### src/rtl/memory_loader.sv
// Serial command front end for the processor's external memory port: parses
// W/R/P/G byte frames from a UART receiver and answers through a UART transmitter.
module memory_loader #(
    parameter logic [2:0] MODE_NONE      = 3'd0,
    parameter logic [2:0] MODE_WORD      = 3'd3,
    parameter int         READ_LATENCY   = 1,
    parameter int         TIMEOUT_CYCLES = 1000000
) (
    input  logic        clk,
    input  logic        rst,
    input  logic [7:0]  rxData,
    input  logic        rxValid,
    output logic [7:0]  txData,
    output logic        txValid,
    input  logic        txReady,
    output logic        pause,
    output logic        externalMemoryControl,
    output logic [31:0] externalAddress,
    output logic [31:0] externalData,
    output logic [2:0]  externalReadMode,
    output logic [2:0]  externalWriteMode,
    input  logic [31:0] externalDataOut,
    output logic        overrun
);

    typedef enum logic [2:0] {
        S_IDLE      = 3'd0,
        S_ADDR      = 3'd1,
        S_DATA      = 3'd2,
        S_ACCESS    = 3'd3,
        S_READ_WAIT = 3'd4,
        S_TX        = 3'd5
    } state_t;

    localparam logic [7:0]  CMD_W        = 8'h57;
    localparam logic [7:0]  CMD_R        = 8'h52;
    localparam logic [7:0]  CMD_P        = 8'h50;
    localparam logic [7:0]  CMD_G        = 8'h47;
    localparam logic [7:0]  RSP_K        = 8'h4B;
    localparam logic [7:0]  RSP_E        = 8'h45;
    localparam logic [7:0]  RSP_Q        = 8'h3F;
    localparam logic [31:0] TIMEOUT_LAST = 32'(TIMEOUT_CYCLES - 1);
    localparam logic [2:0]  LAT_LAST     = 3'(READ_LATENCY - 1);

    state_t      state_r, nextState_s;
    logic        isWrite_r, isWrite_s;
    logic [1:0]  byteCnt_r, byteCnt_s;
    logic [31:0] addr_r, addr_s;
    logic [31:0] data_r, data_s;
    logic [31:0] timer_r, timer_s;
    logic [31:0] txBuf_r, txBuf_s;
    logic [2:0]  txLeft_r, txLeft_s;
    logic [2:0]  latCnt_r, latCnt_s;
    logic        pause_r, pause_s;
    logic        overrun_r, overrun_s;
    logic        ctrl_r, ctrl_s;
    logic        txValid_r, txValid_s;
    logic [2:0]  readMode_r, readMode_s;
    logic [2:0]  writeMode_r, writeMode_s;

    // Next-state and next-register computation for the frame parser.
    always_comb begin
        nextState_s = state_r;
        isWrite_s   = isWrite_r;
        byteCnt_s   = byteCnt_r;
        addr_s      = addr_r;
        data_s      = data_r;
        timer_s     = timer_r;
        txBuf_s     = txBuf_r;
        txLeft_s    = txLeft_r;
        latCnt_s    = latCnt_r;
        pause_s     = pause_r;
        overrun_s   = overrun_r;
        case (state_r)
            S_IDLE: begin
                timer_s   = 32'd0;
                byteCnt_s = 2'd0;
                if (rxValid) begin
                    case (rxData)
                        CMD_W: begin
                            isWrite_s   = 1'b1;
                            nextState_s = S_ADDR;
                        end
                        CMD_R: begin
                            isWrite_s   = 1'b0;
                            nextState_s = S_ADDR;
                        end
                        CMD_P: begin
                            pause_s     = 1'b1;
                            txBuf_s     = {RSP_K, 24'h000000};
                            txLeft_s    = 3'd1;
                            nextState_s = S_TX;
                        end
                        CMD_G: begin
                            pause_s     = 1'b0;
                            txBuf_s     = {RSP_K, 24'h000000};
                            txLeft_s    = 3'd1;
                            nextState_s = S_TX;
                        end
                        default: begin
                            txBuf_s     = {RSP_Q, 24'h000000};
                            txLeft_s    = 3'd1;
                            nextState_s = S_TX;
                        end
                    endcase
                end else begin
                    nextState_s = S_IDLE;
                end
            end
            S_ADDR, S_DATA: begin
                if (rxValid) begin
                    timer_s   = 32'd0;
                    byteCnt_s = byteCnt_r + 2'd1;
                    if (state_r == S_ADDR) begin
                        addr_s = {addr_r[23:0], rxData};
                    end else begin
                        data_s = {data_r[23:0], rxData};
                    end
                    if (byteCnt_r == 2'd3) begin
                        if ((state_r == S_ADDR) && isWrite_r) begin
                            nextState_s = S_DATA;
                        end else begin
                            nextState_s = S_ACCESS;
                        end
                    end else begin
                        nextState_s = state_r;
                    end
                end else if (timer_r == TIMEOUT_LAST) begin
                    // Stalled frame: drop it silently, pause state untouched.
                    nextState_s = S_IDLE;
                end else begin
                    timer_s = timer_r + 32'd1;
                end
            end
            S_ACCESS: begin
                latCnt_s = 3'd0;
                if (!pause_r) begin
                    txBuf_s     = {RSP_E, 24'h000000};
                    txLeft_s    = 3'd1;
                    nextState_s = S_TX;
                end else if (isWrite_r) begin
                    txBuf_s     = {RSP_K, 24'h000000};
                    txLeft_s    = 3'd1;
                    nextState_s = S_TX;
                end else begin
                    nextState_s = S_READ_WAIT;
                end
            end
            S_READ_WAIT: begin
                if (latCnt_r == LAT_LAST) begin
                    txBuf_s     = externalDataOut;
                    txLeft_s    = 3'd4;
                    nextState_s = S_TX;
                end else begin
                    latCnt_s = latCnt_r + 3'd1;
                end
            end
            S_TX: begin
                if (txReady) begin
                    if (txLeft_r == 3'd1) begin
                        txLeft_s    = 3'd0;
                        nextState_s = S_IDLE;
                    end else begin
                        txBuf_s  = {txBuf_r[23:0], 8'h00};
                        txLeft_s = txLeft_r - 3'd1;
                    end
                end else begin
                    nextState_s = S_TX;
                end
            end
            default: begin
                nextState_s = S_IDLE;
            end
        endcase

        if (rxValid && ((state_r == S_ACCESS) || (state_r == S_READ_WAIT) || (state_r == S_TX))) begin
            overrun_s = 1'b1;
        end else begin
            overrun_s = overrun_s;
        end
    end

    // Memory-port and transmit strobes are decoded from the next state so they register cleanly.
    always_comb begin
        ctrl_s      = ((nextState_s == S_ACCESS) && isWrite_s && pause_s) || (nextState_s == S_READ_WAIT);
        writeMode_s = ((nextState_s == S_ACCESS) && isWrite_s && pause_s) ? MODE_WORD : MODE_NONE;
        readMode_s  = (nextState_s == S_READ_WAIT) ? MODE_WORD : MODE_NONE;
        txValid_s   = (nextState_s == S_TX);
    end

    // State and output registers.
    always_ff @(posedge clk or negedge rst) begin
        if (!rst) begin
            state_r     <= S_IDLE;
            isWrite_r   <= 1'b0;
            byteCnt_r   <= 2'd0;
            addr_r      <= 32'd0;
            data_r      <= 32'd0;
            timer_r     <= 32'd0;
            txBuf_r     <= 32'd0;
            txLeft_r    <= 3'd0;
            latCnt_r    <= 3'd0;
            pause_r     <= 1'b0;
            overrun_r   <= 1'b0;
            ctrl_r      <= 1'b0;
            txValid_r   <= 1'b0;
            readMode_r  <= MODE_NONE;
            writeMode_r <= MODE_NONE;
        end else begin
            state_r     <= nextState_s;
            isWrite_r   <= isWrite_s;
            byteCnt_r   <= byteCnt_s;
            addr_r      <= addr_s;
            data_r      <= data_s;
            timer_r     <= timer_s;
            txBuf_r     <= txBuf_s;
            txLeft_r    <= txLeft_s;
            latCnt_r    <= latCnt_s;
            pause_r     <= pause_s;
            overrun_r   <= overrun_s;
            ctrl_r      <= ctrl_s;
            txValid_r   <= txValid_s;
            readMode_r  <= readMode_s;
            writeMode_r <= writeMode_s;
        end
    end

    assign txData                = txBuf_r[31:24];
    assign txValid               = txValid_r;
    assign pause                 = pause_r;
    assign overrun               = overrun_r;
    assign externalMemoryControl = ctrl_r;
    assign externalAddress       = addr_r;
    assign externalData          = data_r;
    assign externalReadMode      = readMode_r;
    assign externalWriteMode     = writeMode_r;

endmodule

### config.mk
export PLATFORM = sky130hd
export DESIGN_NAME = memory_loader
export DESIGN_NICKNAME = d
export VERILOG_FILES = /design/src/rtl/memory_loader.sv
export SDC_FILE = /design/constraint.sdc
export NUM_CORES = 1
export LEC_CHECK = 0
export ABC_CLOCK_PERIOD_IN_PS = 3300
export BUFFER_PORTS_ARGS = -buffer_cell sky130_fd_sc_hd__buf_2
export CAP_MARGIN = 10
export CORE_ASPECT_RATIO = 0.75
export CORE_MARGIN = 2
export CORE_UTILIZATION = 40
export DETAILED_ROUTE_END_ITERATION = 10
export SETUP_SLACK_MARGIN = 0.15
export SLEW_MARGIN = 5
export SYNTH_ARGS = -nofsm -noshare
export SYNTH_HDL_FRONTEND = slang
export SYNTH_SLANG_ARGS = --single-unit
### constraint.sdc
create_clock -name clk -period 3.3 [get_ports clk]
set_clock_uncertainty 0.15 [all_clocks]
set_input_delay 0.33 -clock clk [delete_from_list [all_inputs] [get_ports clk]]
set_output_delay 0.33 -clock clk [all_outputs]
set_load 0.005 [all_outputs]
==> run summary <==
power per cell area = 769.2 nW/um2
Yosys warnings = 0
setup TNS = 0 ps
Worst Path Max Fanout = 15
fill cell count = 1630
post-CTS setup buffer count = 0
Num Clock Sinks = 146
Peak VDD IR = 0.0004325 V
Reg2Reg Depth = 6
dpl hpwl = 11280 um
Core ar. = 17550 um2
CTS Hold Bufs = 1
fin nets = 772
Max Cap Violations = 0
final WL = 16320 um
maximum number of pins on one net before global-route repair = 87
min-delay src = rxData[6]
Port Buffers = 123
Longest Clk Path Bufs = 2
Multi-input gate area = 3193 um2
post-synth cell types = 69
status = completed
Worst Max-Slew Pin Slew = 969.0 ps
initial DRC count = 270
Worst R2R End = timer_r[30]
CTS tree = built
flops & latches, synth = 146
root buf cell = clkbuf_16
RSZ-0062 raised after global routing = no
Synth Instances = 614
H-tree Lvls = 4
GPL Wtd Cong = 0.8058
buffer and inverter count on the worst path = 0
Top FF cell, synth = dfrtp_1
Global Route Usage Sum = 18.50%
Rel. slew slack = 34.97%
initial antenna violation count = 0
critical path class = flop to flop
CP Capture Type = flop
R2R Setup Slk = 570 ps
share of cells above drive strength 1 = 37.01%
endpoints failing setup = 0
die extent in x = 158.1 um
Min Hold Slack = 20.79 ps
sequential fraction of the synthesis area = 51.27%
pins over their slew limit = 0
top-level port count = 126
Worst-path clk slew = 60 ps
critical path's slowest cell = or4_1
# diodes = 0
CTS resizes = 0
leakage = 4.067 nW
Die ar. = 18910 um2
slowest stage delay, CP = 550 ps
Worst setup SP type = flop
final worst path period share = 82.88%
gr ovfl total = 0
Post-synth ARST share = 100.0%
starting density of the core = 40.60%
total number of vias = 5102
Final Critical Period = 2735 ps
std cell rows = 42
first-pass GRT wire length = 27390 um
first drt pass iteration count = 4
register area = 3655 um2
DRC Markers = 0
CTS Buf Count = 17
worst skew pair latency = 420 ps
vias in the first global route = 5229
Die H = 119.6 um
CP cell instances = ha_1 > nand3_1 > nor3_1 > o21ai_1 > or4_1 > a21oi_1
crit path DAT = 2930 ps
hold crit path type = input pin to flop
per-cell routed wire length = 16.70 um
syn_area_per_cell = 11.61 um2
WHS Path Cells = 2
via/cell ratio = 5.222
Crit path required time = 3490 ps
synthesized area = 7126 um2
CP delay by family, top = simple AND/OR/NAND/NOR gates
Area growth syn-to-layout = 18.93%
Detail Route Antenna Nets = 0
number of synthesized flops with an enable pin = 0
Critical R2R Launch = timer_r[0]
Fin. Hold Viols = 0
top achievable clock speed = 365.6 MHz
Worst Hold End = externalData[6]
## worst max-delay path by stage
stage,start,cells after the start,slack (ps),endpoint
6_report,timer_r[0],6,570,timer_r[30]
5_1_grt,state_r[1],5,320,timer_r[22]
4_1_cts,timer_r[0],6,630,timer_r[30]
3_5_place_dp,rxData[3],7,540,txBuf_r[31]
3_3_place_gp,rxData[3],7,590,txBuf_r[31]
2_1_floorplan,rxData[3],6,1010,txBuf_r[10]
## through the flow
stage	setup slack [ps]	cells	util [%]	total power [mW]	area, um2
floorplan	1009	615	-	4.130	7129
global placement	589.9	944	45.17	4.707	7929
detailed placement	538.7	944	45.17	4.787	7929
CTS	630.7	977	48.28	6.587	8474
global route	322.8	977	48.28	6.940	8474
finish	565.1	977	48.28	6.518	8474
## synthesized netlist by cell type (3+ instances only)
| library cell | instances | share of area (%) |
|---|---|---|
| a21bo_2 | 8 | 1.1 |
| a21boi_0 | 4 | 0.42 |
| a21oi_1 | 26 | 1.8 |
| a31oi_1 | 4 | 0.35 |
| and3_1 | 5 | 0.44 |
| and4_1 | 3 | 0.37 |
| buf_1 | 4 | 0.21 |
| buf_2 | 11 | 0.77 |
| buf_4 | 12 | 1.3 |
| buf_6 | 3 | 0.47 |
| clkbuf_1 | 18 | 0.95 |
| dfrtp_1 | 146 | 51 |
| ha_1 | 6 | 1.1 |
| inv_1 | 11 | 0.58 |
| mux2_2 | 67 | 11 |
| mux2_4 | 20 | 4.2 |
| mux2i_1 | 28 | 3.9 |
| nand2_1 | 29 | 1.5 |
| nand2b_1 | 7 | 0.61 |
| nand3_1 | 25 | 1.8 |
| nand4_1 | 7 | 0.61 |
| nand4b_1 | 3 | 0.37 |
| nor2_1 | 39 | 2.1 |
| nor2b_1 | 4 | 0.35 |
| nor3_1 | 9 | 0.63 |
| nor4_1 | 11 | 0.97 |
| o21ai_0 | 21 | 1.5 |
| o21bai_1 | 3 | 0.32 |
| o31a_1 | 3 | 0.37 |
| o31ai_1 | 11 | 1.2 |
| or3_1 | 7 | 0.61 |
| or4_1 | 9 | 0.95 |
| xnor2_1 | 5 | 0.61 |
| xor2_1 | 3 | 0.37 |
## cells by family (layout without fill, tap and decap cells)
family                   Yosys count  in the layout  share of synthesized area [%]
other                              1              2                        0.05263
AO/OA/AOI/OAI                    108            108                          10.73
AND/OR/NAND/NOR                  169            169                          12.61
buffers and inverters             59            179                          4.249
multiplexers                     117            117                          19.05
XOR/XNOR                           8              8                         0.9834
adder cells (fa/ha/maj)            6              6                          1.054
flip-flops                       146            146                          51.27
## where the power goes
| group | total, mW | internal (mW) | leakage [nW] | switching [mW] |
|---|---|---|---|---|
| sequential | 2.54 | 2.22 | 1.92 | 0.316 |
| combinational | 2.21 | 1.15 | 1.89 | 1.06 |
| clock | 1.77 | 0.973 | 0.255 | 0.800 |
## metal layers
layer | track usage [%] | vias up | share of wire [%]
met5 | 0 | - | 0
met4 | 4.673 | 0 | 0.82
met1 | 26.02 | 2505 | 47
met3 | 6.789 | 8 | 7.1
met2 | 27.09 | 133 | 45
li1 | - | 2456 | -
## cell type report
| class | instances | area share (%) |
|---|---|---|
| sequential | 146 | 43.13 |
| clock inverter | 13 | 1.211 |
| tap | 242 | 3.573 |
| inverter | 11 | 0.4872 |
| clock buffer | 19 | 5.109 |
| timing repair buffer | 136 | 8.814 |
| multi-input combinational | 410 | 37.68 |
## placed cells by master (no fill, tap or decap), drive strengths merged, types with 6 or more instances in the layout
cell type	count
or3	7
mux2i	28
nand3	25
a21bo	8
nand2	29
dfrtp	146
inv	16
nand2b	7
nor4	11
nand4	8
mux2	89
nor3	9
buf	135
clkbuf	19
a21oi	28
ha	6
o21ai	24
nor2	39
or4	9
o31ai	12
## registers in the layout, indices dropped and copies added (netlist names)
name,count
txBuf_r,32
externalAddress,32
latCnt_r,3
overrun,1
externalData,32
state_r,3
txLeft_r,3
externalMemoryControl,1
isWrite_r,1
externalReadMode,1
pause,1
txValid,1
timer_r,32
externalWriteMode,1
byteCnt_r,2
Note: power is estimated with default switching activity, not from simulation.
